<file path="src/rtl/multi_port_mem_control_if.sv">
// Requester-side bus of multi_port_mem_control: per-channel requests in,
// per-channel completion pulses and shared read data out.
interface multi_port_mem_control_if #(
    parameter int NCH       = 2,
    parameter int DWIDTH    = 32,
    parameter int IN_AWIDTH = 16
);
    logic [NCH-1:0]           req_valid;
    logic [NCH-1:0]           req_rw;
    logic [NCH*IN_AWIDTH-1:0] req_addr;
    logic [NCH*DWIDTH-1:0]    req_wdata;
    logic [NCH-1:0]           rsp_valid;
    logic [NCH-1:0]           rsp_err;
    logic [DWIDTH-1:0]        rsp_rdata;

    modport master (
        output req_valid, req_rw, req_addr, req_wdata,
        input  rsp_valid, rsp_err, rsp_rdata
    );

    modport slave (
        input  req_valid, req_rw, req_addr, req_wdata,
        output rsp_valid, rsp_err, rsp_rdata
    );
endinterface

</file>
<file path="src/rtl/multi_port_mem_control.sv">
// Round-robin arbiter of NCH requesters onto one synchronous RAM port.
// Define MEMCTRL_RANGE_CHECK_EN to reject requests with nonzero upper address bits.
module multi_port_mem_control #(
    parameter int NCH       = 2,
    parameter int DWIDTH    = 32,
    parameter int AWIDTH    = 8,
    parameter int IN_AWIDTH = 16,
    parameter int RD_LAT    = 1
) (
    input  logic                  clk,
    input  logic                  rst_n,
    multi_port_mem_control_if.slave bus,
    output logic                  mem_rdEn,
    output logic                  mem_wrEn,
    output logic [AWIDTH-1:0]     mem_addr,
    output logic [DWIDTH-1:0]     mem_wdata,
    input  logic [DWIDTH-1:0]     mem_rdata
);
    // state | meaning
    // IDLE  | scan requesters from rr_ptr, grant and latch the winner
    // ISSUE | one-cycle RAM strobe (read or write)
    // WAIT  | count down the RAM read latency, capture data on terminal count
    // RESP  | rsp_valid pulse to the granted channel, advance rr_ptr
    typedef enum logic [1:0] {IDLE, ISSUE, WAIT, RESP} state_t;

    localparam int PW = (NCH > 1) ? $clog2(NCH) : 1;

    state_t            state;
    logic [PW-1:0]     rr_ptr;
    logic [PW-1:0]     lat_next;
    logic [NCH-1:0]    lat_onehot;
    logic              lat_rw;
    logic [2:0]        wait_cnt;

    logic              gnt_found;
    logic [NCH-1:0]    gnt_onehot;
    logic [PW-1:0]     gnt_next;
    logic              gnt_rw;
    logic              gnt_oor;
    logic [AWIDTH-1:0] gnt_addr;
    logic [DWIDTH-1:0] gnt_wdata;
    logic [PW:0]       scan;

    always_comb begin
        gnt_found  = 1'b0;
        gnt_onehot = '0;
        gnt_next   = '0;
        gnt_rw     = 1'b0;
        gnt_oor    = 1'b0;
        gnt_addr   = '0;
        gnt_wdata  = '0;
        scan       = '0;
        for (int i = 0; i < NCH; i++) begin
            scan = {1'b0, rr_ptr} + (PW+1)'(i);
            if (scan >= (PW+1)'(NCH))
                scan = scan - (PW+1)'(NCH);
            for (int k = 0; k < NCH; k++) begin
                if (!gnt_found && scan == (PW+1)'(k) && bus.req_valid[k]) begin
                    gnt_found     = 1'b1;
                    gnt_onehot[k] = 1'b1;
                    gnt_next      = (k == NCH-1) ? '0 : PW'(k+1);
                    gnt_rw        = bus.req_rw[k];
                    gnt_addr      = bus.req_addr[k*IN_AWIDTH +: AWIDTH];
                    gnt_wdata     = bus.req_wdata[k*DWIDTH +: DWIDTH];
`ifdef MEMCTRL_RANGE_CHECK_EN
                    gnt_oor       = (bus.req_addr[k*IN_AWIDTH +: IN_AWIDTH] >> AWIDTH) != '0;
`else
                    gnt_oor       = 1'b0;
`endif
                end
            end
        end
    end

    // mem_addr/mem_wdata are loaded at grant and double as the latched request fields
    always_ff @(posedge clk or negedge rst_n) begin
        if (!rst_n) begin
            state         <= IDLE;
            rr_ptr        <= '0;
            lat_next      <= '0;
            lat_onehot    <= '0;
            lat_rw        <= 1'b0;
            wait_cnt      <= '0;
            mem_rdEn      <= 1'b0;
            mem_wrEn      <= 1'b0;
            mem_addr      <= '0;
            mem_wdata     <= '0;
            bus.rsp_valid <= '0;
            bus.rsp_err   <= '0;
            bus.rsp_rdata <= '0;
        end else begin
            case (state)
                IDLE: begin
                    if (gnt_found) begin
                        lat_onehot <= gnt_onehot;
                        lat_next   <= gnt_next;
                        lat_rw     <= gnt_rw;
                        if (gnt_oor) begin
                            bus.rsp_valid <= gnt_onehot;
                            bus.rsp_err   <= gnt_onehot;
                            state         <= RESP;
                        end else begin
                            mem_addr <= gnt_addr;
                            mem_rdEn <= gnt_rw;
                            mem_wrEn <= !gnt_rw;
                            if (!gnt_rw)
                                mem_wdata <= gnt_wdata;
                            state <= ISSUE;
                        end
                    end
                end
                ISSUE: begin
                    mem_rdEn <= 1'b0;
                    mem_wrEn <= 1'b0;
                    if (lat_rw) begin
                        wait_cnt <= 3'(RD_LAT - 1);
                        state    <= WAIT;
                    end else begin
                        bus.rsp_valid <= lat_onehot;
                        state         <= RESP;
                    end
                end
                WAIT: begin
                    if (wait_cnt == '0) begin
                        bus.rsp_rdata <= mem_rdata;
                        bus.rsp_valid <= lat_onehot;
                        state         <= RESP;
                    end else begin
                        wait_cnt <= wait_cnt - 3'd1;
                    end
                end
                RESP: begin
                    bus.rsp_valid <= '0;
                    bus.rsp_err   <= '0;
                    rr_ptr        <= lat_next;
                    state         <= IDLE;
                end
                default: state <= IDLE;
            endcase
        end
    end
endmodule
</file>
<file path="src/flat_wrapper.sv">
// flat-port wrapper written by rule: the top's interface ports become plain ports
module multi_port_mem_control_flat 
#(
    parameter int NCH       = 2,
    parameter int DWIDTH    = 32,
    parameter int AWIDTH    = 8,
    parameter int IN_AWIDTH = 16,
    parameter int RD_LAT    = 1
)
  (clk, rst_n, mem_rdEn, mem_wrEn, mem_addr, mem_wdata, mem_rdata, bus_req_valid, bus_req_rw, bus_req_addr, bus_req_wdata, bus_rsp_valid, bus_rsp_err, bus_rsp_rdata);
  multi_port_mem_control_if #(.NCH(NCH), .DWIDTH(DWIDTH), .IN_AWIDTH(IN_AWIDTH)) bus_i ();
  input  logic clk;
  input  logic rst_n;
  output logic mem_rdEn;
  output logic mem_wrEn;
  output logic [AWIDTH-1:0] mem_addr;
  output logic [DWIDTH-1:0] mem_wdata;
  input  logic [DWIDTH-1:0] mem_rdata;
  input wire logic [$bits(bus_i.req_valid)-1:0] bus_req_valid;
  input wire logic [$bits(bus_i.req_rw)-1:0] bus_req_rw;
  input wire logic [$bits(bus_i.req_addr)-1:0] bus_req_addr;
  input wire logic [$bits(bus_i.req_wdata)-1:0] bus_req_wdata;
  output wire logic [$bits(bus_i.rsp_valid)-1:0] bus_rsp_valid;
  output wire logic [$bits(bus_i.rsp_err)-1:0] bus_rsp_err;
  output wire logic [$bits(bus_i.rsp_rdata)-1:0] bus_rsp_rdata;
  assign bus_i.req_valid = bus_req_valid;
  assign bus_i.req_rw = bus_req_rw;
  assign bus_i.req_addr = bus_req_addr;
  assign bus_i.req_wdata = bus_req_wdata;
  assign bus_rsp_valid = bus_i.rsp_valid;
  assign bus_rsp_err = bus_i.rsp_err;
  assign bus_rsp_rdata = bus_i.rsp_rdata;
  multi_port_mem_control #(.NCH(NCH), .DWIDTH(DWIDTH), .AWIDTH(AWIDTH), .IN_AWIDTH(IN_AWIDTH), .RD_LAT(RD_LAT)) u_core (.clk(clk), .rst_n(rst_n), .bus(bus_i), .mem_rdEn(mem_rdEn), .mem_wrEn(mem_wrEn), .mem_addr(mem_addr), .mem_wdata(mem_wdata), .mem_rdata(mem_rdata));
endmodule
</file>
<file path="config.mk">
export PLATFORM = sky130hd
export DESIGN_NAME = multi_port_mem_control_flat
export DESIGN_NICKNAME = d
export VERILOG_FILES = /design/src/rtl/multi_port_mem_control_if.sv /design/src/rtl/multi_port_mem_control.sv /design/src/flat_wrapper.sv
export SDC_FILE = /design/constraint.sdc
export NUM_CORES = 1
export LEC_CHECK = 0
export BUFFER_PORTS_ARGS = -buffer_cell sky130_fd_sc_hd__buf_4
export CAP_MARGIN = 15
export CORE_MARGIN = 3
export CORE_UTILIZATION = 48
export CTS_CLUSTER_SIZE = 24
export DETAILED_ROUTE_END_ITERATION = 10
export PLACE_DENSITY_LB_ADDON = 0.3
export SLEW_MARGIN = 20
export SYNTH_ARGS = -nofsm -noshare
export SYNTH_HDL_FRONTEND = slang
export SYNTH_SLANG_ARGS = --single-unit
</file>
<file path="constraint.sdc">
create_clock -name clk -period 3.3 [get_ports clk]
set_input_delay 0.825 -clock clk [delete_from_list [all_inputs] [get_ports clk]]
set_output_delay 0.825 -clock clk [all_outputs]
set_load 0.02 [all_outputs]
</file>
Yosys cells after proc, flatten, opt, wreduce, memory -nomap -nowiden
Cells that the tools add are included.
- word-level logic and storage cells: 92
- bits of input ports: 134
- register bits: 86
- output and inout bits: 78
- equal/unequal tests: 10
- bitwise gates (word level): 2
- order comparisons: 2
- reduce and logical (&&, ||, !) cells: 24
- multiplexer cells: 38
- $add $sub $neg: 4
- operators with widths (operator ; count):
    32-bit 2-to-1 mux ; 4
    8-bit 2-to-1 mux ; 4
    1-bit 2-to-1 mux ; 17
    2-bit 2-to-1 mux ; 6
    3-bit AND reduction ; 3
    2-bit one-hot mux with 4 select lines ; 1
    2-bit AND reduction ; 4
    1-bit logical AND ; 7
    2-bit by 1-bit == test with 1-bit output, second input constant ; 3
    2-bit logical NOT ; 3
    3-bit 2-to-1 mux ; 2
    2-bit by 1-bit != test with 1-bit output, second input constant ; 3
    2-bit one-hot mux with 3 select lines ; 1
    3-bit one-hot mux with 2 select lines ; 1
    2-bit == test, second input constant ; 2
    1-bit logical NOT ; 4
    2-bit != test, second input constant ; 2
    1-bit one-hot mux with 2 select lines ; 2
    2-bit nonzero test ; 2
    3-bit logical NOT ; 1
    3-bit by 1-bit subtractor with 3-bit output, second input constant ; 1
    1-bit by 1-bit adder with 2-bit output, second input constant ; 1
    1-bit by 2-bit >= comparator with 1-bit output, second input constant ; 1
    2-bit >= comparator, second input constant ; 1
    3 further kinds ; 4

Depth between registers and ports, before layout
Gate-level depths: netlist of run 1.
- word-level depth: 20
- mapped depth: 8
- mapped depth without buffers: 6

Least setup slack after synthesis of run 1
OpenSTA, ideal clock, no wires.
- path type: input-to-reg
- start point: input bus_req_valid[0]
- end point: register u_core.mem_wdata[10]
- data arrival time: 1765 ps
- path slack: 1456 ps
- setup time: 79 ps
- path buffers: 2
- stages on the path: 6
- required time: 3221 ps
- path through: a21boi_4 and3b_1 a31oi_1 buf_4 buf_6 mux2i_1
- word-level cells in the longest chain between the ends: 16
- elaborated cells between the ends (all ways): 24
- classes of those cells: mux: 12; bitwise: 1; reduce/logical: 11
- RTL lines (item ; line ; RTL):
    start, declared ; flat_wrapper.sv:19 ; input wire logic [$bits(bus_i.req_valid)-1:0] bus_req_valid;
    1-bit logical AND ; multi_port_mem_control.sv:58 ; if (!gnt_found && scan == (PW+1)'(k) && bus.req_valid[k]) begin
    1-bit 2-to-1 mux ; multi_port_mem_control.sv:58 ;
    1-bit logical NOT ; multi_port_mem_control.sv:58 ;
    1-bit logical AND (2 in series) ; multi_port_mem_control.sv:58 ;
    1-bit 2-to-1 mux ; multi_port_mem_control.sv:58 ;
    1-bit logical NOT ; multi_port_mem_control.sv:58 ;
    1-bit logical AND (2 in series) ; multi_port_mem_control.sv:58 ;
    1-bit 2-to-1 mux ; multi_port_mem_control.sv:58 ;
    1-bit logical NOT ; multi_port_mem_control.sv:58 ;
    1-bit logical AND (2 in series) ; multi_port_mem_control.sv:58 ;
    1-bit 2-to-1 mux ; multi_port_mem_control.sv:58 ;
    1-bit NOT (no source line) ; -- ;
    3-bit AND reduction (no source line) ; -- ;
    end signal, assigned ; multi_port_mem_control.sv:107 ; mem_wdata <= gnt_wdata;
    end, declared ; multi_port_mem_control.sv:16 ; output logic [DWIDTH-1:0] mem_wdata,
Parallel ways exist; a longest one is shown, timed or not.
A chain may end at the register's enable or synchronous reset.

Final worst setup path of run 1
- start point: register u_core.state[0]
- end point: register u_core.mem_wdata[20]
- word-level cells in the longest chain between the ends: 2
- RTL lines (item ; line ; RTL):
    start, declared ; multi_port_mem_control.sv:28 ; state_t state;
    start signal, assigned ; multi_port_mem_control.sv:78 ; state <= IDLE;
    start signal, assigned ; multi_port_mem_control.sv:101 ; state <= RESP;
    start signal, assigned ; multi_port_mem_control.sv:108 ; state <= ISSUE;
    2-bit logical NOT ; multi_port_mem_control.sv:92 ; case (state)
    3-bit AND reduction (no source line) ; -- ;
No other way between the ends.

==> impl_metrics.toml, run 1 <==
[timing]
slew_headroom_pct = 49.69
setup_viol = 0
grt_setup_unrepaired = "false"
finalCritPeriodShare_pct = 66.97
fmax_ghz = 0.4525
period_minus_slack_ps = 2210
finalHoldWorstSlack_ps = 487.7
finClkSkew_ps = 11.93
maxSlewViolCount = 0
finalSetupTns_ps = 0
setup_ws_ps = 1090
tightest_slew_ps = 754.7
timing.final.hold_violations = 0

[worst_setup_path]
end_kind = "flip-flop"
r2r_end = "u_core.mem_wdata[20]$_DFFE_PN0P_"
crit_path_max_fanout = 24
reg2reg_depth = 6
startpoint_type = "flip-flop"
arrival_ps = 2470
slowest_stage = "a31oi_4"
critPathRequiredTime_ps = 3560
path_class = "flip-flop to flip-flop"
rrSetupSlack_ps = 1090
cpPeakStageDelay_ps = 460
path_cells = "inv_1, ha_1, and3b_1, a31oi_4, buf_12, mux2i_1"
rr_startpoint = "u_core.state[0]$_DFFE_PN0P_"

[grt]
grt_pass1_vias = 3020
grt_pass1_wl_um = 13750
grt_max_degree = 87
grt_antenna_before_repair = 0
grt_usage_pct = 19.56
gr-total-overflow = 0

[power_and_ir_drop]
switchingPower_uw = 2007
clock_power_share_pct = 15.5
power.total_uw = 5210
peakVddDrop_v = 0.0004225
total_leakage_power_uw = 0.003005
seqPwrFrac_pct = 35.3
switching_share_pct = 38.51
intPower_uw = 3204
power_frac_comb_pct = 49.3
powerDensity_mw_per_mm2 = 927.8

[min_path]
whs_path_depth = 2
hold_start = "u_core.mem_addr[4]$_DFFE_PN0P_"
worstHoldEndpoint = "u_core.mem_addr[4]$_DFFE_PN0P_"
hp-class = "flip-flop to flip-flop"

[floorplanning]
dieArea_mm2 = 0.009134
initial_utilization_pct = 49.58
die_y_um = 95.57
pin_count = 212
core-area_mm2 = 0.007767
die_x_um = 95.57
num_rows = 32

[routing]
avgRoutedWirePerCell_um = 14.78
drt-vias-per-instance = 4.998
drt_iter0_markers = 68
firstDrtPassIters = 4
wl_um = 9121
vias = 3084
antenna_left = 0
drcViolationCount = 0

[placed_design]
dpl-instance-area_mm2 = 0.005390
post-place-ws_ps = 913.6
hpwl_um = 6946
port-buffer-count = 193
globalplace.congestion = 0.7144

[yosys]
synth_top_area_share_pct = 55.88
synth_ff_type = "dfrtp_1"
async_reset_ff_share_pct = 100.0
ys_ff_latch = 86
synthTopCellsByArea = "dfrtp_1, mux2_2, mux2i_1, a22oi_1, inv_1"
yosysWarnings = 0
avgSynthCellArea_um2 = 12.03
syn_area_mm2 = 0.003851
syn_inst = 320
synth_edf_count = 0
yosysSeqAreaShare_pct = 55.88
yosys.cell_types.count = 31
synth_top_area_cell = "dfrtp_1"

[final_layout]
stdcell_area_mm2 = 0.005615
regArea_mm2 = 0.002152
areaGrowthSynthToFinish_pct = 45.81
layout_common_cells = "buf_4, dfrtp_1, inv_1"
multiInputGateArea_mm2 = 0.001450
fin_nets = 650
final_common_cell = "buf_4"
n_antenna_cell = 0
drive_gt1_share_pct = 48.35
fillCellCount = 573

[cts]
worstSkewPairLatency_ps = 340
cts.sinks = 86
h-tree-depth = 3
cts_tree = "done"
clockBufferDepth = 2
numCtsBuffers = 9
ctsHoldBuffers = 0
cts-root-buf = "clkbuf_8"
cts.reportedPaths.clkPinSlew_ps = 90
cts_resized = 0
post-cts-setup-buffers = 0

[outcome]
status = "completed"

[flow_run]
drv_cap = 0
## final cells by class
class,instances,share of cell area (%)
multi-input combinational,172,25.82
tap,102,2.273
clock buffer,10,2.273
clock inverter,6,1.671
sequential,86,38.32
timing repair buffer,198,26.76
inverter,43,2.874
## sequential cells by signal, summed over array words and instances (netlist names)
signal                flops
u_core.mem_addr           8
u_core.wait_cnt           3
u_core.lat_rw             1
u_core.mem_wrEn           1
u_core.rr_ptr             1
u_core.lat_next           1
u_core.lat_onehot         2
u_core.state              2
u_core.mem_wdata         32
u_core.bus.rsp_valid      2
u_core.mem_rdEn           1
u_core.bus.rsp_rdata     32
## through the flow
step	std cells	util [%]
3_3_place_gp	601	69.39
6_report	617	72.29
2_1_floorplan	321	-
4_1_cts	617	72.25
3_5_place_dp	601	69.39
5_1_grt	617	72.29
## power by group through the flow
stage | logic [µW] | registers, µW | clock network (µW)
after floorplan | 952 | 2390 | 0
after global placement | 2530 | 1830 | 0
after detailed placement | 2610 | 1860 | 0
after CTS | 2610 | 1840 | 824
after global routing | 2770 | 1900 | 877
final | 2570 | 1840 | 805
## cells by family (layout without fill, tap and decap cells)
family                     count (synthesis)  in the layout  synth area share, %
DFF                                       86             86                55.88
AOI/OAI and AO/OA                         72             72                13.68
muxes                                     65             65                17.97
buffers and inverters                     63            257                7.147
and+or+nand+nor                           27             27                3.281
adders and majority gates                  6              6                1.949
other                                      1              2              0.09737
## worst max path at each step
stage                     slack, ps  depth (start not counted)                               end                         from
after global routing            920                          6  u_core.mem_wdata[20]$_DFFE_PN0P_  u_core.state[0]$_DFFE_PN0P_
after floorplan                1460                          6  u_core.mem_wdata[10]$_DFFE_PN0P_             bus_req_valid[0]
after global placement         1000                          6  u_core.mem_wdata[16]$_DFFE_PN0P_             bus_req_valid[0]
after CTS                      1060                          6  u_core.mem_wdata[13]$_DFFE_PN0P_  u_core.state[0]$_DFFE_PN0P_
final                          1090                          6  u_core.mem_wdata[20]$_DFFE_PN0P_  u_core.state[0]$_DFFE_PN0P_
after detailed placement        910                          6  u_core.mem_wdata[13]$_DFFE_PN0P_             bus_req_valid[0]
## routing by layer
| layer | up-vias | track usage, % | part of all wire [%] |
|---|---|---|---|
| met2 | 134 | 33.47 | 50 |
| met5 | - | 0 | 0 |
| met4 | 0 | 6.754 | 1.1 |
| met3 | 8 | 6.867 | 11 |
| li1 | 1490 | - | - |
| met1 | 1452 | 22.71 | 38 |
## synth_stat cells (all sizes together) (2+ instances only)
master   n
buf     10
a22o     6
clkbuf  10
dfrtp   86
a21boi   4
a22oi   40
mux2i   32
ha       6
nand3b   2
o21ai   14
nand2   15
mux2    33
inv     43
a31oi    2
nor2     4
nand2b   2
## critical path: cells and delay by family, from the launching register on
family | cells | cell delay (ps)
compound gates | 1 | 460
mux | 1 | 230
buf+inv | 2 | 370
fa+ha+maj | 1 | 350
simple gates | 1 | 280
flops | 1 | 440
(Power assumes the default switching activity.)
==> inputs of run 2 (changes only) <==
Settings changed: CORE_UTILIZATION 48 to 40.
Clock period 3.3 ns to 2 ns, I/O delays scaled along.
==> impl_metrics.toml, run 2 (synthesized netlist as in run 1, its figures left out) <==
[cts]
numCtsBuffers = 9
h-tree-depth = 3
cts_resized = 0
post-cts-setup-buffers = 0
ctsHoldBuffers = 0
cts_tree = "done"
cts.reportedPaths.clkPinSlew_ps = 100
cts-root-buf = "clkbuf_8"
clockBufferDepth = 2
cts.sinks = 86
worstSkewPairLatency_ps = 340

[timing]
finalSetupTns_ps = 0
fmax_ghz = 0.5667
grt_setup_unrepaired = "false"
finalCritPeriodShare_pct = 88.23
slew_headroom_pct = 66.20
setup_viol = 0
period_minus_slack_ps = 1765
maxSlewViolCount = 0
timing.final.hold_violations = 0
finClkSkew_ps = 15.12
tightest_slew_ps = 506.9

[floorplanning]
initial_utilization_pct = 41.48
dieArea_mm2 = 0.01084
die_y_um = 104.1
num_rows = 35
core-area_mm2 = 0.009284
pin_count = 212
die_x_um = 104.1

[placed_design]
port-buffer-count = 193
placed_cells = 634
globalplace.congestion = 0.7261
dpl-instance-area_mm2 = 0.005494
hpwl_um = 7037

[routing]
drcViolationCount = 0
firstDrtPassIters = 4
avgRoutedWirePerCell_um = 13.98
antenna_left = 0
drt_iter0_markers = 83
drt-vias-per-instance = 4.774
wl_um = 9088
vias = 3103

[worst_setup_path]
arrival_ps = 1980
end_kind = "flip-flop"
critPathRequiredTime_ps = 2220
path_cells = "inv_1, ha_1, nand2_1, buf_4, mux2_2"
worst-path-stages = 5
path_class = "flip-flop to flip-flop"
critPathTopFamily = "flip-flops"
slowest_stage = "dfrtp_1"
reg2reg_depth = 5
crit_path_max_fanout = 32
startpoint_type = "flip-flop"
cpPeakStageDelay_ps = 440
worst-path-buf-inv = 2

[outcome]
status = "completed"

[final_layout]
layout_common_cells = "buf_4, dfrtp_1, inv_1"
final_util_pct = 61.59
final_cells = 650
fin_nets = 656
largestRegisters = "u_core.bus.rsp_rdata x32, u_core.mem_wdata x32, u_core.mem_addr x8"
drive_gt1_share_pct = 48.94
areaGrowthSynthToFinish_pct = 48.47
stdcell_area_mm2 = 0.005718
final_common_cell = "buf_4"
n_antenna_cell = 0
multiInputGateArea_mm2 = 0.001450
regArea_mm2 = 0.002152
fillCellCount = 755

[grt]
grt_pass1_vias = 3057
grt_pass1_wl_um = 14880
grt_max_degree = 43
gr-total-overflow = 0
grt_antenna_before_repair = 0
grt_usage_pct = 16.78

[power_and_ir_drop]
total_leakage_power_uw = 0.003035
power.total_uw = 8650
powerDensity_mw_per_mm2 = 1513
peakVddDrop_v = 0.0006770

[min_path]
hp-class = "primary input to asynchronous set/reset pin"

[flow_run]
drv_cap = 0
[run 2: metrics by stage]
step | setup slack, ps | hold slack [ps]
after floorplan | 259.8 | 204.4
after global placement | 299.3 | 466.6
after detailed placement | 225.6 | 476.0
after CTS | 210.9 | 133.5
final | 235.4 | 126.9
after global routing | 117.6 | 145.5
[run 2: final timing paths]
kind                            slack, ps                            from                                    to
worst max-delay path                  240     u_core.state[0]$_DFFE_PN0P_  u_core.bus.rsp_rdata[28]$_DFFE_PN0P_
worst min-delay path                  130                           rst_n      u_core.mem_wdata[16]$_DFFE_PN0P_
worst max register to register        240     u_core.state[0]$_DFFE_PN0P_  u_core.bus.rsp_rdata[28]$_DFFE_PN0P_
min in group clk                      380                   mem_rdata[29]  u_core.bus.rsp_rdata[29]$_DFFE_PN0P_
max in group asynchronous            1240                           rst_n  u_core.bus.rsp_rdata[10]$_DFFE_PN0P_
worst min register to register        490  u_core.mem_addr[3]$_DFFE_PN0P_        u_core.mem_addr[3]$_DFFE_PN0P_
[run 2: layout make-up]
cell class	instances	area share, %
clock buffer	11	2.473
multi-input combinational	172	25.36
inverter	43	2.823
tap	129	2.823
clock inverter	5	1.444
sequential	86	37.64
timing repair buffer	204	27.44
[run 2: metal layers]
metal	track usage, %	wire (µm)	vias to the layer above	part of all wire, %
met5	0	0	-	0
li1	-	-	1495	-
met4	5.413	105	0	1.2
met2	27.44	4324	157	48
met1	21.22	3899	1440	43
met3	5.338	759	11	8.4
[run 2: worst reg2reg max path, cell delays in order, from the launching register on]
cell     delay (ps)
dfrtp_1         440
inv_1            90
ha_1            280
nand2_1          90
buf_4           350
mux2_2          410
[run 2: power by group]
part           leakage, µW  internal, µW  switching (µW)
registers          0.00104          2570             453
logic              0.00189          2050            2240
clock network     0.000102           738             600
total              0.00303          5360            3290
==> inputs of run 3 (changes only) <==
Settings changed: HOLD_SLACK_MARGIN set to 0.15.
==> impl_metrics.toml, run 3 (synthesized netlist as in run 1, its figures left out) <==
[grt]
grt_pass1_vias = 3064
grt_antenna_before_repair = 0
grt_pass1_wl_um = 14920
gr-total-overflow = 0
grt_usage_pct = 16.82
grt_max_degree = 43

[worst_setup_path]
startpoint_type = "flip-flop"
reg2reg_depth = 5
crit_path_max_fanout = 32
path_class = "flip-flop to flip-flop"
end_kind = "flip-flop"
critPathRequiredTime_ps = 2220
arrival_ps = 1980

[outcome]
status = "completed"

[power_and_ir_drop]
power.total_uw = 8655
total_leakage_power_uw = 0.003039
peakVddDrop_v = 0.0006779
powerDensity_mw_per_mm2 = 1511

[routing]
drt_iter0_markers = 81
wl_um = 9073
avgRoutedWirePerCell_um = 13.94
firstDrtPassIters = 5
drt-vias-per-instance = 4.736
vias = 3083
drcViolationCount = 0
antenna_left = 0

[cts]
post-cts-setup-buffers = 0
cts.sinks = 86
clockBufferDepth = 2
cts-root-buf = "clkbuf_8"
cts_resized = 0
h-tree-depth = 3
ctsHoldBuffers = 1
cts.reportedPaths.clkPinSlew_ps = 100
worstSkewPairLatency_ps = 340
cts_tree = "done"
numCtsBuffers = 9

[timing]
tightest_slew_ps = 507.9
fmax_ghz = 0.5666
maxSlewViolCount = 0
finalSetupTns_ps = 0
finalCritPeriodShare_pct = 88.24
grt_setup_unrepaired = "false"
period_minus_slack_ps = 1765
slew_headroom_pct = 66.14
timing.final.hold_violations = 0
setup_viol = 0
finClkSkew_ps = 14.91

[floorplanning]
pin_count = 212
num_rows = 35
die_x_um = 104.1
dieArea_mm2 = 0.01084
die_y_um = 104.1
core-area_mm2 = 0.009284
initial_utilization_pct = 41.48

[placed_design]
port-buffer-count = 193
globalplace.congestion = 0.7261
hpwl_um = 7037

[final_layout]
regArea_mm2 = 0.002152
areaGrowthSynthToFinish_pct = 48.73
drive_gt1_share_pct = 48.85
fillCellCount = 754
final_common_cell = "buf_4"
layout_common_cells = "buf_4, dfrtp_1, inv_1"
n_antenna_cell = 0
multiInputGateArea_mm2 = 0.001450
fin_nets = 657
largestRegisters = "u_core.bus.rsp_rdata x32, u_core.mem_wdata x32, u_core.mem_addr x8"

[min_path]
hp-class = "primary input to flip-flop"
whs_path_depth = 2

[flow_run]
drv_cap = 0
## run 3: critical path, cell delays in order, from the launching register on
cell and delay [ps]:
dfrtp_1 440, inv_1 90, ha_1 280, nand2_1 90, buf_4 350, mux2_2 390
## run 3: layout make-up
type                       count  share of cell area (%)
inverter                      43                   2.818
sequential                    86                   37.57
timing repair buffer         205                   27.57
clock buffer                  11                   2.468
clock inverter                 5                   1.442
multi-input combinational    172                   25.32
tap                          129                   2.818
## run 3: path summary, 6_finish.rpt
kind	startpoint	endpoint	slack [ps]
min in group asynchronous	rst_n	u_core.bus.rsp_rdata[12]$_DFFE_PN0P_	670
max reg2reg	u_core.state[0]$_DFFE_PN0P_	u_core.bus.rsp_rdata[28]$_DFFE_PN0P_	240
min reg2reg	u_core.mem_addr[3]$_DFFE_PN0P_	u_core.mem_addr[3]$_DFFE_PN0P_	490
max in group asynchronous	rst_n	u_core.bus.rsp_rdata[10]$_DFFE_PN0P_	690
min	mem_rdata[29]	u_core.bus.rsp_rdata[29]$_DFFE_PN0P_	380
max	u_core.state[0]$_DFFE_PN0P_	u_core.bus.rsp_rdata[28]$_DFFE_PN0P_	240
## run 3: routing by layer
layer | GRT usage, % | vias up | routed length, µm
met5 | 0 | - | 0
met4 | 5.413 | 0 | 105
met3 | 5.400 | 11 | 754
met2 | 27.48 | 151 | 4314
met1 | 21.25 | 1423 | 3899
li1 | - | 1498 | -
## run 3: power by group
part           internal (µW)  total (µW)  switching, µW  leakage [µW]
clock network            739        1340            605      0.000102
registers               2570        3020            453       0.00104
logic                   2050        4290           2240       0.00190
## run 3: stage by stage
stage	setup slack (ps)	utilization [%]	cell area [µm²]	cells	hold slack, ps
6_report	235.2	61.70	5728	651	381.4
3_3_place_gp	299.3	59.18	5494	634	466.6
2_1_floorplan	259.8	-	3855	321	204.4
5_1_grt	117.6	61.70	5728	651	351.7
4_1_cts	210.9	61.70	5728	651	364.2
3_5_place_dp	225.6	59.18	5494	634	476.0
